<file path="config.mk">
export PLATFORM = sky130hd
export DESIGN_NAME = keypad_scan_debounce
export DESIGN_NICKNAME = d
export VERILOG_FILES = /design/src/rtl/keypad_scan_debounce.sv
export SDC_FILE = /design/constraint.sdc
export NUM_CORES = 1
export LEC_CHECK = 0
export CORE_AREA = 2 2 64 66
export DETAILED_ROUTE_END_ITERATION = 6
export DIE_AREA = 0 0 66 68
export GPL_TIMING_DRIVEN = 0
export PLACE_DENSITY = 0.73
export SLEW_MARGIN = 0
export SYNTH_ARGS = -nofsm -noshare
export SYNTH_HDL_FRONTEND = slang
export SYNTH_SLANG_ARGS = --single-unit
</file>
<file path="constraint.sdc">
create_clock -name clk -period 2.15 [get_ports clk]
set_input_delay 0.43 -clock clk [delete_from_list [all_inputs] [get_ports clk]]
set_output_delay 0.43 -clock clk [all_outputs]
set_load 0.02 [all_outputs]
</file>
<file path="src/rtl/keypad_scan_debounce.sv">
// 4x4 matrix keypad scanner with press/release debounce and key encoder.
// Optional ctrl auto-repeat while a key is held: define KEYPAD_AUTOREPEAT_EN.
module keypad_scan_debounce #(
    parameter int unsigned SCAN_CYCLES     = 27000,
    parameter int unsigned DEBOUNCE_CYCLES = 540000,
    parameter int unsigned REPEAT_CYCLES   = 13500000
) (
    input  logic       clk,
    input  logic       rst,
    output logic [3:0] columnas,
    input  logic [3:0] filas,
    output logic [3:0] boton,
    output logic       ctrl
);

    localparam int unsigned CNT_MAX = (SCAN_CYCLES > DEBOUNCE_CYCLES) ? SCAN_CYCLES : DEBOUNCE_CYCLES;
    localparam int unsigned CW      = $clog2(CNT_MAX) + 1;
    localparam logic [CW-1:0] SCAN_LAST = CW'(SCAN_CYCLES - 1);
    localparam logic [CW-1:0] DEB_LAST  = CW'(DEBOUNCE_CYCLES - 1);

    if (SCAN_CYCLES < 4 || DEBOUNCE_CYCLES < 1 || REPEAT_CYCLES < 2) begin : g_param_check
        $error("keypad_scan_debounce: parameter out of range");
    end

    typedef enum logic [1:0] {
        SCAN,
        DEB_PRESS,
        PRESSED,
        DEB_RELEASE
    } state_t;

    state_t        state_q;
    logic [3:0]    sync1_q;
    logic [3:0]    sync2_q;
    logic [CW-1:0] cnt_q;
    logic [3:0]    col_q;
    logic [1:0]    row_q;
    logic [3:0]    boton_q;
    logic          ctrl_q;

`ifdef KEYPAD_AUTOREPEAT_EN
    localparam int unsigned RW = $clog2(REPEAT_CYCLES) + 1;
    localparam logic [RW-1:0] REP_LAST = RW'(REPEAT_CYCLES - 1);
    logic [RW-1:0] rep_q;
`endif

    logic [3:0] rs;
    logic [1:0] low_row_d;
    logic [1:0] col_idx_d;
    logic [3:0] col_next_d;
    logic [3:0] key_code_d;
    logic       row_up_d;

    function automatic logic [3:0] key_code(input logic [1:0] r, input logic [1:0] c);
        logic [3:0] code;
        case ({r, c})
            4'b00_00: code = 4'h1;
            4'b00_01: code = 4'h2;
            4'b00_10: code = 4'h3;
            4'b00_11: code = 4'hA;
            4'b01_00: code = 4'h4;
            4'b01_01: code = 4'h5;
            4'b01_10: code = 4'h6;
            4'b01_11: code = 4'hB;
            4'b10_00: code = 4'h7;
            4'b10_01: code = 4'h8;
            4'b10_10: code = 4'h9;
            4'b10_11: code = 4'hC;
            4'b11_00: code = 4'hD;
            4'b11_01: code = 4'h0;
            4'b11_10: code = 4'hE;
            default:  code = 4'hF;
        endcase
        return code;
    endfunction

    always_comb begin
        rs = sync2_q;
        row_up_d = rs[row_q];
        col_next_d = {col_q[2:0], col_q[3]};
        key_code_d = key_code(row_q, col_idx_d);
    end

    // Lowest-index low row wins when several rows are pulled down together.
    always_comb begin
        low_row_d = 2'd3;
        if (!rs[0]) begin
            low_row_d = 2'd0;
        end else if (!rs[1]) begin
            low_row_d = 2'd1;
        end else if (!rs[2]) begin
            low_row_d = 2'd2;
        end
    end

    always_comb begin
        case (col_q)
            4'b1101: col_idx_d = 2'd1;
            4'b1011: col_idx_d = 2'd2;
            4'b0111: col_idx_d = 2'd3;
            default: col_idx_d = 2'd0;
        endcase
    end

    always_ff @(posedge clk) begin
        if (rst) begin
            state_q <= SCAN;
            sync1_q <= '1;
            sync2_q <= '1;
            cnt_q   <= '0;
            col_q   <= 4'b1110;
            row_q   <= '0;
            boton_q <= '0;
            ctrl_q  <= 1'b0;
`ifdef KEYPAD_AUTOREPEAT_EN
            rep_q   <= '0;
`endif
        end else begin
            sync1_q <= filas;
            sync2_q <= sync1_q;
            case (state_q)
                SCAN: begin
                    if (cnt_q == SCAN_LAST) begin
                        cnt_q <= '0;
                        if (rs != 4'hF) begin
                            row_q   <= low_row_d;
                            state_q <= DEB_PRESS;
                        end else begin
                            col_q <= col_next_d;
                        end
                    end else begin
                        cnt_q <= cnt_q + 1'b1;
                    end
                end
                DEB_PRESS: begin
                    if (row_up_d) begin
                        state_q <= SCAN;
                        col_q   <= col_next_d;
                        cnt_q   <= '0;
                    end else if (cnt_q == DEB_LAST) begin
                        state_q <= PRESSED;
                        cnt_q   <= '0;
                        boton_q <= key_code_d;
                        ctrl_q  <= 1'b1;
`ifdef KEYPAD_AUTOREPEAT_EN
                        rep_q   <= '0;
`endif
                    end else begin
                        cnt_q <= cnt_q + 1'b1;
                    end
                end
                PRESSED: begin
                    if (row_up_d) begin
                        state_q <= DEB_RELEASE;
                        cnt_q   <= '0;
                        ctrl_q  <= 1'b1;
                    end else begin
`ifdef KEYPAD_AUTOREPEAT_EN
                        // One-clock ctrl drop gives the entry logic a fresh rising edge.
                        if (rep_q == REP_LAST) begin
                            rep_q  <= '0;
                            ctrl_q <= 1'b0;
                        end else begin
                            rep_q  <= rep_q + 1'b1;
                            ctrl_q <= 1'b1;
                        end
`else
                        ctrl_q <= 1'b1;
`endif
                    end
                end
                DEB_RELEASE: begin
                    if (!row_up_d) begin
                        state_q <= PRESSED;
                        cnt_q   <= '0;
                    end else if (cnt_q == DEB_LAST) begin
                        state_q <= SCAN;
                        cnt_q   <= '0;
                        ctrl_q  <= 1'b0;
                        col_q   <= col_next_d;
`ifdef KEYPAD_AUTOREPEAT_EN
                        rep_q   <= '0;
`endif
                    end else begin
                        cnt_q <= cnt_q + 1'b1;
                    end
                end
                default: begin
                    state_q <= SCAN;
                    cnt_q   <= '0;
                end
            endcase
        end
    end

    assign columnas = col_q;
    assign boton    = boton_q;
    assign ctrl     = ctrl_q;

endmodule
</file>
==> flow_summary.yaml, run 1 <==
synth:
  synth.cells.most_frequent: "42 x dfxtp_1, 36 x nor2_1, 13 x xor2_1"
  ys_warn_count: 0
  synth_seq_cells: 42
  yosysUniqueCellTypes: 47
  synth_top_area_share_pct: 40.1
  syn_inst: 231
  ys_seq_area_share_pct: 40.1
  synth_edf_count: 0
  synth_top_flop_cell: "dfxtp_1"
  syn_nets: 243
  ys_async_sr_fraction_pct: 0
  synth.most_common_cell: "dfxtp_1"
  synth_top_area_cell: "dfxtp_1"
  netlist_area_mm2: 0.00210
  synth_area_per_cell_um2: 9.08
  synth_area_leaders: "dfxtp_1 40%, nor2_1 6.4%, xor2_1 5.4%, mux2i_1 4.8%, xnor2_1 4.2%"
sta:
  fin_crit_ns: 2.09
  hold_violations: 0
  fmax_mhz: 477
  finClkSkew_ns: 0.00378
  relSlewSlack_pct: 61.7
  setup_viol: 0
  worst_pin_slew_ns: 0.572
  fin_crit_sh_pct: 97.4
  post-route-worst-setup-slack_ns: 0.0551
  grt_setup_unrepaired: "true"
  final_max_slew_viol_count: 0
grt:
  grt_usage_pct: 18.9
  grt_max_degree: 15
  grt_overflow: 0
  antenna_found_initial: 0
  grt_pass1_vias: 1418
  grt_first_pass_wirelength_um: 6490
pwr:
  internal_power_mw: 1.17
  p_leak_nw: 0.942
  switching_share_pct: 21.7
  pwr-share-clk_pct: 42.2
  comb_power_share_pct: 4.3
  p_switching_uw: 325
  pwr-share-seq_pct: 53.4
  power_mw: 1.49
  worst_ir_drop_vdd_v: 0.000425
  p_per_area_mw_per_mm2: 599
finish:
  fin_nets: 267
  drive_gt1_share_pct: 18.8
  antennaDiodeCount: 0
  syn_to_final_growth_pct: 18.9
clock_network:
  cts.hold.buffers_added: 0
  clk_pin_slew_ns: 0.08
  cts_tree: "done"
  cts_root_buf: "clkbuf_8"
  cts_made_buffers: 5
  clock_latency_ns: 0.30
  htreeDepth: 2
  cts_buffer_depth: 2
  cts.sinks: 42
floorplan:
  io_pins: 15
  die_area_mm2: 0.00449
  design.core.area_mm2: 0.00386
  num_rows: 23
  initial_utilization_pct: 54.4
  die_h_um: 68
  die_w_um: 66
placement:
  place.gp.congestion: 0.805
  numPortBuffers: 14
  dpl.hpwl_um: 2650
  dpl_worst_slack_ns: -0.00741
detailed_routing:
  wirelength_um: 3880
  vias: 1628
  drt_iter0_drc: 57
  vias_per_cell: 5.32
  wire_per_inst_um: 12.7
  drc_errors: 0
  ant_nets: 0
  dr.pass1.iters: 4
critical_path:
  criticalPathCategory: "reg -> reg"
  critPathRequiredTime_ns: 2.39
  arrival_ns: 2.34
  start_kind: "register"
  crit_fanout: 9
  end_kind: "register"
worst_hold_path:
  hold_path.class: "reg -> reg"
status:
  status: "finished, final reports clean"
job:
  maxCapViolations: 0
-- registers in the layout, indices dropped and copies added, names as in the netlist, named ones only --
name and flops:
ctrl 1, boton 4, row_q 2, state_q 1, sync1_q 4, rs 4, cnt_q 21, columnas 4
-- power by group through the flow --
stage	logic (mW)	registers (mW)	clock network, mW
2_1_floorplan	0.0403	0.814	0
3_3_place_gp	0.0575	0.816	0
3_5_place_dp	0.0584	0.817	0
4_1_cts	0.0588	0.798	0.643
5_1_grt	0.0717	0.801	0.673
6_report	0.0644	0.798	0.631
-- per-stage QoR --
step                      instances  TNS (ns)  util, %  hold slack [ns]  area, um^2
after floorplan                 231         0        -            0.389        2100
after global placement          295   -0.0173     59.7            0.390        2300
after detailed placement        295  -0.00741     59.7            0.393        2300
after CTS                       303         0     62.8            0.412        2420
after global routing            306   -0.0293     64.7            0.434        2490
final                           306         0     64.7            0.411        2490
-- routing by layer --
layer | GRT usage, % | share of wire [%]
met4 | 7.65 | 1.7
met5 | 0 | 0
met1 | 25.9 | 51
met3 | 4.93 | 2.9
met2 | 28.5 | 45
-- repair_timing --
action                     4_1_cts  5_1_grt
resized for setup                1       12
setup endpoints to repair        1       29
buffers inserted                 0        3
pin swaps                        0        1
cloned                           0        1
-- placed cells by master, fill, tap and decap left out, drive strengths merged, types with 2 or more instances in the layout --
cell type and instances:
dfxtp 42, nor4b 2, nor3b 2, nor3 3, o21ai 6, nor2 39, nand4 7, clkdlybuf4s50 14
ha 6, clkbuf 9, clkinvlp 2, buf 9, and3 4, or3 2, xor2 13, nand2 7
nand2b 5, and4 3, o211ai 2, a21oi 4, xnor2 10, mux2 3, nand3 11, or2 11
inv 8, mux2i 10, nor4 4
-- final timing paths --
path                   end  slack, ns  cells past startpoint        from
hold / removal       rs[3]       0.41                      1  sync1_q[3]
setup / recovery  cnt_q[1]       0.06                      8    row_q[0]
setup reg to reg  cnt_q[1]       0.06                      8    row_q[0]
hold reg to reg      rs[3]       0.41                      1  sync1_q[3]
-- worst max-delay path, cell delays in order (launching register included) --
cell and delay, ns:
dfxtp_2 0.33, buf_6 0.11, mux4_2 0.50, buf_6 0.16, and2b_1 0.21, nor2_1 0.04, a221o_1 0.38, buf_4 0.20
nor2_1 0.10
-- cell families after synthesis --
kind of cell             synth area share, %
AO/OA/AOI/OAI                           6.62
XOR/XNOR                                9.60
adder cells (fa/ha/maj)                 3.58
buffers and inverters                   4.83
flip-flops                              40.1
multiplexers                            7.45
AND/OR/NAND/NOR                         27.8
-- layout make-up --
| cell class | count | area, um^2 |
|---|---|---|
| Timing Repair Buffer | 18 | 170 |
| Inverter | 8 | 30.0 |
| Tap cell | 50 | 62.6 |
| Fill cell | 330 | 1360 |
| Sequential cell | 42 | 843 |
| Buffer | 9 | 66.3 |
| Multi-Input combinational cell | 171 | 1210 |
| Clock inverter | 3 | 45.0 |
| Clock buffer | 5 | 68.8 |
No activity file was read; power rests on OpenSTA's default activity.
==> run 2: changes to the inputs <==
Settings changed: PLACE_DENSITY 0.73 to 0.81.
==> run 2 against run 1 <==
  * Combinational power shrank 4.3%
  * Final cell count is 0.33% lower
  * Power down 5.7%
  * Critical path depth unchanged
  * Die area unchanged
  * Design area decreased by 1.7%
  * Critical endpoint is now cnt_q[9]
==> flow_summary.yaml, run 2 (synthesized netlist as in run 1, its figures left out) <==
sta:
  setup_viol: 0
  hold_violations: 0
  fin_crit_sh_pct: 96.5
  finClkSkew_ns: 0.00688
  relSlewSlack_pct: 59.3
  post-route-worst-setup-slack_ns: 0.0750
  final_max_slew_viol_count: 0
  whs_ns: 0.422
  worst_pin_slew_ns: 0.608
  tns_ns: 0
  fmax_mhz: 482
  fin_crit_ns: 2.07
detailed_routing:
  drc_errors: 0
  vias_per_cell: 5.45
  ant_nets: 0
  vias: 1663
  drt_iter0_drc: 92
  wirelength_um: 3910
  dr.pass1.iters: 4
  wire_per_inst_um: 12.8
pwr:
  worst_ir_drop_vdd_v: 0.000573
  power_mw: 1.41
  p_leak_nw: 0.926
  p_per_area_mw_per_mm2: 574
finish:
  layout_commonest_cell: "dfxtp_1"
  utilization_pct: 63.6
  regMostFlops: "cnt_q"
  drive_gt1_share_pct: 17.6
  antennaDiodeCount: 0
  fillers: 340
  fin_nets: 266
  syn_to_final_growth_pct: 16.9
  final_cell_mix: "41 x dfxtp_1, 34 x nor2_1, 14 x clkdlybuf4s50_1, 13 x xor2_1, 11 x or2_2"
  largest_register_ffs: 21
critical_path:
  arrival_ns: 2.32
  worst-r2r-cell-count: 8
  r2r_end: "cnt_q[9]"
  start_kind: "register"
  r2r-start: "row_q[0]"
  end_kind: "register"
  critPathRequiredTime_ns: 2.40
  r2r_setup_slack_ns: 0.08
  crit_fanout: 10
  criticalPathCategory: "reg -> reg"
  critPathLaunch: "row_q[0]"
clock_network:
  cts_made_buffers: 5
  cts_tree: "done"
  clk_pin_slew_ns: 0.09
  cts_buffer_depth: 2
  cts.hold.buffers_added: 0
  cts_root_buf: "clkbuf_8"
  clock_latency_ns: 0.30
  htreeDepth: 2
  cts.sinks: 42
grt:
  grt_pass1_vias: 1492
  antenna_found_initial: 0
  grt_max_degree: 17
  grt_first_pass_wirelength_um: 6810
  grt_usage_pct: 19.6
  grt_overflow: 0
worst_hold_path:
  hold_path.class: "reg -> reg"
  min_delay_path_depth: 1
  hold_end: "rs[3]"
  hold_start: "sync1_q[3]"
placement:
  numPortBuffers: 14
  place.gp.congestion: 0.826
  dpl.hpwl_um: 2700
  dpl_worst_slack_ns: -0.00624
floorplan:
  die_area_mm2: 0.00449
  num_rows: 23
  die_w_um: 66
  die_h_um: 68
  initial_utilization_pct: 54.4
  design.core.area_mm2: 0.00386
  io_pins: 15
job:
  maxCapViolations: 0
status:
  status: "finished, final reports clean"
[run 2: changes by cell type in the layout (fill, tap and decap cells not counted), sizes merged]
| cell | previous run | this run |
|---|---|---|
| inv | 8 | 10 |
| clkinvlp | 2 | 0 |
| buf | 9 | 8 |
| clkinv | 0 | 1 |
| bufinv | 1 | 0 |
[run 2: worst max-delay path: stages, from the launching register on]
cell     delay (ns)
dfxtp_2        0.33
buf_6          0.10
mux4_2         0.49
buf_6          0.16
and2b_1        0.21
nor2_1         0.05
a221o_1        0.37
buf_2          0.20
nor2_1         0.11
[run 2: timing repair]
action,in CTS,in global routing
gates cloned,0,1
pin swaps,0,1
resized for setup,1,10
hold endpoints to repair,0,0
buffers inserted,0,1
endpoints found under the setup margin,1,30
[run 2: per-stage QoR]
step,cell area (um^2),instances
floorplan,2100,231
global placement,2300,295
detailed placement,2300,295
CTS,2400,303
global route,2450,305
finish,2450,305
[run 2: worst max-delay path by stage]
| stage | end | slack (ns) | depth (start not counted) |
|---|---|---|---|
| final | cnt_q[9] | 0.08 | 8 |
| after global routing | cnt_q[15] | -0.02 | 7 |
| after CTS | cnt_q[18] | 0.05 | 8 |
| after detailed placement | row_q[1] | -0.006 | 5 |
| after global placement | row_q[1] | 0.00004 | 5 |
| after floorplan | row_q[1] | 0.20 | 5 |
[run 2: layer usage]
metal  share of wire (%)  global-route usage, %  wire, um  vias to the layer above
li1                    -                      -         -                      849
met1                  48                   26.4      1880                      779
met2                  46                   30.9      1800                       26
met3                 3.6                   4.61       140                        9
met4                 2.3                   6.89        91                        0
met5                   0                      0         0                        -
[run 2: power by group]
part	switching (mW)	total, mW	internal [mW]
logic	0.0290	0.0616	0.0326
clock network	0.305	0.548	0.243
registers	0.00904	0.798	0.789
total	0.343	1.41	1.06
[run 2: final cells by class]
class | instances | area, um^2 | area share [%]
clock inverter | 3 | 28.8 | 1.17
buffer | 10 | 77.6 | 3.16
tap | 50 | 62.6 | 2.55
timing repair buffer | 16 | 153 | 6.22
sequential | 42 | 842 | 34.3
inverter | 8 | 30.0 | 1.22
multi-input combinational | 171 | 1190 | 48.5
clock buffer | 5 | 68.8 | 2.81
